--- src/rtl/eth_tx_pkg.sv ---
// Shared types and constants for the MII transmit nibbler.
// The FCS helper keeps the on-wire bit order in one place.
package eth_tx_pkg;

    typedef enum logic [2:0] {
        ST_IDLE,
        ST_PREAMBLE,
        ST_DATA,
        ST_PAD,
        ST_FCS,
        ST_IPG
    } tx_state_t;

    localparam int          PREAMBLE_NIBBLES = 15;
    localparam logic [3:0]  SFD_NIBBLE       = 4'hD;
    localparam logic [3:0]  PREAMBLE_NIBBLE  = 4'h5;

    localparam logic [31:0] CRC_INIT = 32'hFFFFFFFF;
    localparam logic [31:0] CRC_POLY = 32'h04C11DB7;

    // MTxD[0] goes on the wire first, so it carries the complemented CRC MSB.
    function automatic logic [3:0] fcs_nibble(input logic [31:0] crc);
        return ~{crc[28], crc[29], crc[30], crc[31]};
    endfunction

endpackage

--- src/rtl/eth_tx_crc32.sv ---
// Combinational CRC-32 update for one MII nibble.
// data[0] is the first bit on the wire; the register is kept MSB-first.
module eth_tx_crc32
    import eth_tx_pkg::*;
(
    input  logic [31:0] crc,
    input  logic [3:0]  data,
    output logic [31:0] crc_next
);

    always_comb begin
        logic [31:0] c;
        c = crc;
        for (int i = 0; i < 4; i++) begin
            if (c[31] ^ data[i]) begin
                c = {c[30:0], 1'b0} ^ CRC_POLY;
            end else begin
                c = {c[30:0], 1'b0};
            end
        end
        crc_next = c;
    end

endmodule

--- src/rtl/eth_tx_nibbler.sv ---
// MII transmit nibbler: preamble/SFD, byte serialisation, padding, FCS and
// inter-packet gap, with TxUsedData/TxDone/TxAbort handshakes to upstream.
module eth_tx_nibbler
    import eth_tx_pkg::*;
#(
    parameter int MIN_FL      = 64,
    parameter int IPG_NIBBLES = 24
) (
    input  logic       MTxClk,
    input  logic       TxReset,
    input  logic       TxStartFrm,
    input  logic       TxEndFrm,
    input  logic [7:0] TxData,
    input  logic       PadIn,
    input  logic       CrcEn,
    input  logic       TxAbortRq,
    output logic [3:0] MTxD,
    output logic       MTxEn,
    output logic       TxUsedData,
    output logic       TxDone,
    output logic       TxAbort
);

    localparam logic [15:0]      PAD_BYTES = 16'(MIN_FL - 4);
    localparam int               IPG_W     = $clog2(IPG_NIBBLES + 1);
    // The IDLE cycle that samples TxStartFrm is the last nibble of the gap.
    localparam logic [IPG_W-1:0] IPG_LAST  = IPG_W'(IPG_NIBBLES - 2);

    tx_state_t        state;
    logic [3:0]       nib_cnt;
    logic [7:0]       hold_byte;
    logic             hold_last;
    logic             high_half;
    logic             pad_en;
    logic             crc_en;
    logic [15:0]      byte_cnt;
    logic [31:0]      crc;
    logic [31:0]      crc_next;
    logic [IPG_W-1:0] ipg_cnt;

    logic [15:0]      byte_cnt_inc;
    logic             more_pad;
    logic             more_pad_inc;

    function automatic logic [15:0] sat_inc16(input logic [15:0] v);
        return (v == 16'hFFFF) ? v : v + 16'd1;
    endfunction

    eth_tx_crc32 u_crc (
        .crc      (crc),
        .data     (MTxD),
        .crc_next (crc_next)
    );

    assign byte_cnt_inc = sat_inc16(byte_cnt);
    assign more_pad     = pad_en && (byte_cnt < PAD_BYTES);
    assign more_pad_inc = pad_en && (byte_cnt_inc < PAD_BYTES);

    always_ff @(posedge MTxClk or posedge TxReset) begin
        if (TxReset) begin
            state      <= ST_IDLE;
            MTxD       <= 4'h0;
            MTxEn      <= 1'b0;
            TxUsedData <= 1'b0;
            TxDone     <= 1'b0;
            TxAbort    <= 1'b0;
            nib_cnt    <= 4'd0;
            hold_byte  <= 8'h00;
            hold_last  <= 1'b0;
            high_half  <= 1'b0;
            pad_en     <= 1'b0;
            crc_en     <= 1'b0;
            byte_cnt   <= 16'd0;
            crc        <= CRC_INIT;
            ipg_cnt    <= '0;
        end else begin
            TxUsedData <= 1'b0;
            TxDone     <= 1'b0;
            TxAbort    <= 1'b0;

            // A request arriving on the final nibble loses to the completed frame.
            if (TxAbortRq && !TxDone &&
                (state inside {ST_PREAMBLE, ST_DATA, ST_PAD, ST_FCS})) begin
                state   <= ST_IPG;
                MTxEn   <= 1'b0;
                MTxD    <= 4'h0;
                TxAbort <= 1'b1;
                ipg_cnt <= '0;
            end else begin
                case (state)
                    ST_IDLE: begin
                        if (TxStartFrm && !TxAbortRq) begin
                            state    <= ST_PREAMBLE;
                            MTxEn    <= 1'b1;
                            MTxD     <= PREAMBLE_NIBBLE;
                            nib_cnt  <= 4'd0;
                            pad_en   <= PadIn;
                            crc_en   <= CrcEn;
                            byte_cnt <= 16'd0;
                            crc      <= CRC_INIT;
                        end
                    end

                    ST_PREAMBLE: begin
                        if (nib_cnt == 4'(PREAMBLE_NIBBLES)) begin
                            state     <= ST_DATA;
                            hold_byte <= TxData;
                            hold_last <= TxEndFrm;
                            MTxD      <= TxData[3:0];
                            high_half <= 1'b0;
                        end else begin
                            nib_cnt <= nib_cnt + 4'd1;
                            if (nib_cnt == 4'(PREAMBLE_NIBBLES - 1)) begin
                                MTxD       <= SFD_NIBBLE;
                                TxUsedData <= 1'b1;
                            end else begin
                                MTxD <= PREAMBLE_NIBBLE;
                            end
                        end
                    end

                    // Pad bytes reuse the data path with a constant zero byte.
                    ST_DATA, ST_PAD: begin
                        crc <= crc_next;
                        if (!high_half) begin
                            high_half <= 1'b1;
                            byte_cnt  <= byte_cnt_inc;
                            MTxD      <= (state == ST_PAD) ? 4'h0 : hold_byte[7:4];
                            if (state == ST_DATA && !hold_last) begin
                                TxUsedData <= 1'b1;
                            end else if (!more_pad_inc && !crc_en) begin
                                TxDone <= 1'b1;
                            end
                        end else begin
                            high_half <= 1'b0;
                            if (state == ST_DATA && !hold_last) begin
                                hold_byte <= TxData;
                                hold_last <= TxEndFrm;
                                MTxD      <= TxData[3:0];
                            end else if (more_pad) begin
                                state <= ST_PAD;
                                MTxD  <= 4'h0;
                            end else if (crc_en) begin
                                state   <= ST_FCS;
                                MTxD    <= fcs_nibble(crc_next);
                                crc     <= {crc_next[27:0], 4'h0};
                                nib_cnt <= 4'd0;
                            end else begin
                                state   <= ST_IPG;
                                MTxEn   <= 1'b0;
                                MTxD    <= 4'h0;
                                ipg_cnt <= '0;
                            end
                        end
                    end

                    ST_FCS: begin
                        if (nib_cnt == 4'd7) begin
                            state   <= ST_IPG;
                            MTxEn   <= 1'b0;
                            MTxD    <= 4'h0;
                            ipg_cnt <= '0;
                        end else begin
                            MTxD    <= fcs_nibble(crc);
                            crc     <= {crc[27:0], 4'h0};
                            nib_cnt <= nib_cnt + 4'd1;
                            if (nib_cnt == 4'd6) begin
                                TxDone <= 1'b1;
                            end
                        end
                    end

                    ST_IPG: begin
                        if (ipg_cnt == IPG_LAST) begin
                            state <= ST_IDLE;
                        end else begin
                            ipg_cnt <= ipg_cnt + 1'b1;
                        end
                    end

                    default: begin
                        state <= ST_IDLE;
                        MTxEn <= 1'b0;
                        MTxD  <= 4'h0;
                    end
                endcase
            end
        end
    end

endmodule

--- config.mk ---
export PLATFORM = sky130hd
export DESIGN_NAME = eth_tx_nibbler
export DESIGN_NICKNAME = d
export VERILOG_FILES = /design/src/rtl/eth_tx_pkg.sv /design/src/rtl/eth_tx_crc32.sv /design/src/rtl/eth_tx_nibbler.sv
export SDC_FILE = /design/constraint.sdc
export NUM_CORES = 1
export LEC_CHECK = 0
export ABC_AREA = 0
export BUFFER_PORTS_ARGS = -buffer_cell sky130_fd_sc_hd__buf_2
export CAP_MARGIN = 25
export CELL_PAD_IN_SITES_DETAIL_PLACEMENT = 1
export CELL_PAD_IN_SITES_GLOBAL_PLACEMENT = 1
export CORE_ASPECT_RATIO = 0.7
export CORE_MARGIN = 2
export CORE_UTILIZATION = 46
export CTS_CLUSTER_DIAMETER = 60
export DETAILED_ROUTE_END_ITERATION = 10
export PLACE_DENSITY_LB_ADDON = 0.1
export SYNTH_ARGS = -nofsm -noshare
export SYNTH_HDL_FRONTEND = slang
export SYNTH_SLANG_ARGS = --single-unit
--- constraint.sdc ---
create_clock -name MTxClk -period 3.35 [get_ports MTxClk]
set_input_delay 0.67 -clock MTxClk [delete_from_list [all_inputs] [get_ports MTxClk]]
set_output_delay 0.67 -clock MTxClk [all_outputs]
set_load 0.01 [all_outputs]
==> flow_metrics.tcl <==
set metrics [dict create \
    port_buffers 22 \
    leakage_nw 2.38 \
    core_sq_mm 0.0110 \
    htreeDepth 3 \
    ir_drop_mv 0.358 \
    finalCritPeriodShare_pct 84.1 \
    grt_usage_pct 29.5 \
    combPwrFrac_pct 54.6 \
    r2r_setup_slack_ps 530 \
    syn_nets 597 \
    arrival_ps 3010 \
    slew_headroom_pct 39.6 \
    cts_root_buf "clkbuf_16" \
    fp.dieW_microns 131 \
    cts_tree "built" \
    fp-row-count 32 \
    power_density_mw_per_mm2 1100 \
    gp_congestion 0.869 \
    power.internal_mw 3.52 \
    avgRoutedWirePerCell_microns 22.7 \
    start_kind "register" \
    critical_path_class "reg2reg" \
    synth-edff-count 0 \
    dp_hpwl_microns 12000 \
    synth.avg_cell_area_sq_um 9.03 \
    vias 4803 \
    start_util_pct 47.3 \
    fmax_ghz 0.355 \
    switching_share_pct 45.1 \
    power_mw 6.42 \
    min_period_ps 2820 \
    p_sw_mw 2.89 \
    grt_pass1_wl_microns 27800 \
    drt_iter0_markers 342 \
    path_max_fanout 19 \
    die_h_microns 93.0 \
    yosysSeqAreaShare_pct 37.3 \
    drv_slew 0 \
    drive_gt1_share_pct 19.7 \
    hold_violations 0 \
    cts_sinks 76 \
    cts_hold_buf 0 \
    clkPwrFrac_pct 17.8 \
    hold_class "in2async" \
    syn_inst 577 \
    whs_ps 190 \
    ys_warn_count 0 \
    grt_max_degree 54 \
    ys_ff_latch 76 \
    worstSkewPairLatency_ps 340 \
    cts_resized 0 \
    post_cts_buffers 0 \
    skew_ps 7.76 \
    drt_pre_antenna_iters 5 \
    antenna_found_initial 0 \
    synthFlopType "dfrtp_1" \
    synthToLayoutAreaGrowth_pct 12.3 \
    worst_setup_path_end_kind "register" \
    final_nets 615 \
    power_frac_seq_pct 27.6 \
    finalSetupViolCount 0 \
    path_clk_slew_ps 60 \
    grt_pass1_vias 4859 \
    tightestPinTransition_ps 906 \
    cap_violations 0 \
    viasPerCell 6.38 \
    synthArstFlopShare_pct 100 \
    outcome "finished clean" \
    ant_nets 0 \
    syn_area_sq_mm 0.00521 \
    rsz0062_at_grt "no" \
    setup_tns_ps 0 \
    drc 0 \
    yosys-top-cells-area "dfrtp_1 (21%), dfstp_2 (16%), o21ai_0 (4.6%), xnor2_1 (4.5%), nor2_1 (4.5%)" \
    grt.overflow.total 0 \
    numCtsBuffers 9 \
    dieArea_sq_mm 0.0122 \
    crit_required_ps 3540 \
    n_fill_cell 1280 \
    synth_top_area_cell "dfrtp_1" \
    wl_microns 17100 \
    antenna_cells 0 \
    synth_top_area_share_pct 21.1 \
    clockBufferDepth 2 \
    ys_types 68 \
    io_pins 23 \
]
critical path, stage by stage, from the launching register on:
cell and delay (ps):
dfrtp_1 600, or4b_4 700, nand3_4 170, nand2b_4 310
nor2_1 190, a2111oi_0 500, o21ai_0 190
sequential cells by signal, summed over array words and instances, names as in the netlist:
name,count
byte_cnt,16
hold_last,1
pad_en,1
crc_en,1
MTxD,4
hold_byte,4
state,3
TxUsedData,1
MTxEn,1
ipg_cnt,5
TxDone,1
crc,32
TxAbort,1
nib_cnt,4
high_half,1
power by group through the flow:
stage | Combinational (mW) | Sequential (mW) | Clock, mW
floorplan | 2.65 | 1.58 | 0
global placement | 3.32 | 1.75 | 0
detailed placement | 3.41 | 1.77 | 0
CTS | 3.46 | 1.76 | 1.16
global route | 3.82 | 1.82 | 1.20
finish | 3.51 | 1.77 | 1.14
cell usage in the layout, fill, tap and decap left out, types with 8 or more instances in the layout:
master,netlist,final
xor2_1,15,15
a221oi_1,16,16
inv_1,11,10
a31oi_1,14,14
dfstp_2,32,32
dfrtp_1,44,44
o21a_1,10,10
mux2_2,15,15
o21ai_0,48,48
mux2i_1,16,16
nand2_1,34,34
xnor2_1,27,27
nand4_1,10,10
buf_2,7,22
a21oi_1,39,38
nor2_1,62,62
clkbuf_16,0,9
nand3_1,19,19
buf_4,0,18
nor4_1,8,8
nand2b_1,13,13
nor3_1,8,8
synthesized netlist by cell type, drive strengths merged, types with 11 or more instances:
cell type and instances:
a21oi 39, a221oi 16, a31oi 14, buf 11, clkbuf 23, dfrtp 44, dfstp 32, inv 11
mux2 15, mux2i 16, nand2 34, nand2b 14, nand3 20, nor2 63, o21ai 51, xnor2 30
xor2 17
layout make-up:
type                    count  area [sq um]  share of cell area, %
well taps                 153           191                   3.27
multi-input cells         456          3060                   52.3
clock buffers              11           243                   4.15
repair buffers             41           273                   4.67
clock inverters             5          98.8                   1.69
flip-flops and latches     76          1940                   33.2
inverters                  11          42.5                  0.728
through the flow:
step	cell area (sq um)	utilization (%)	instances	setup slack (ps)
final	5850	53.1	753	531
after global placement	5480	49.8	736	622
after CTS	5820	52.9	752	576
after detailed placement	5480	49.8	736	587
after floorplan	5210	-	577	795
after global routing	5850	53.1	753	464
cells by family after synthesis:
logic type               after synthesis  synth area share (%)
AO/OA/AOI/OAI                        177                  21.7
adder cells (fa/ha/maj)                5                  1.20
AND/OR/NAND/NOR                      193                  19.4
flip-flops                            76                  37.3
buffers and inverters                 45                  4.18
multiplexers                          31                  6.32
XOR/XNOR                              50                  9.92
layer usage:
layer | routed length [microns] | part of all wire [%] | global-route usage, %
met5 | 0 | 0 | 0
met4 | 171 | 1.0 | 6.52
met3 | 1110 | 6.5 | 6.45
met2 | 7580 | 44 | 44.8
met1 | 8220 | 48 | 43.2
path summary, 6_finish.rpt:
kind,depth (start not counted),from,end
worst max-delay path,6,state[0],MTxD[2]
worst min-delay path,2,TxReset,hold_last
worst max register to register,6,state[0],MTxD[2]
worst min register to register,1,ipg_cnt[4],ipg_cnt[4]
max in group asynchronous,4,TxReset,crc[20]
min in group MTxClk,1,ipg_cnt[4],ipg_cnt[4]
Power figures use the tool's default switching activity.
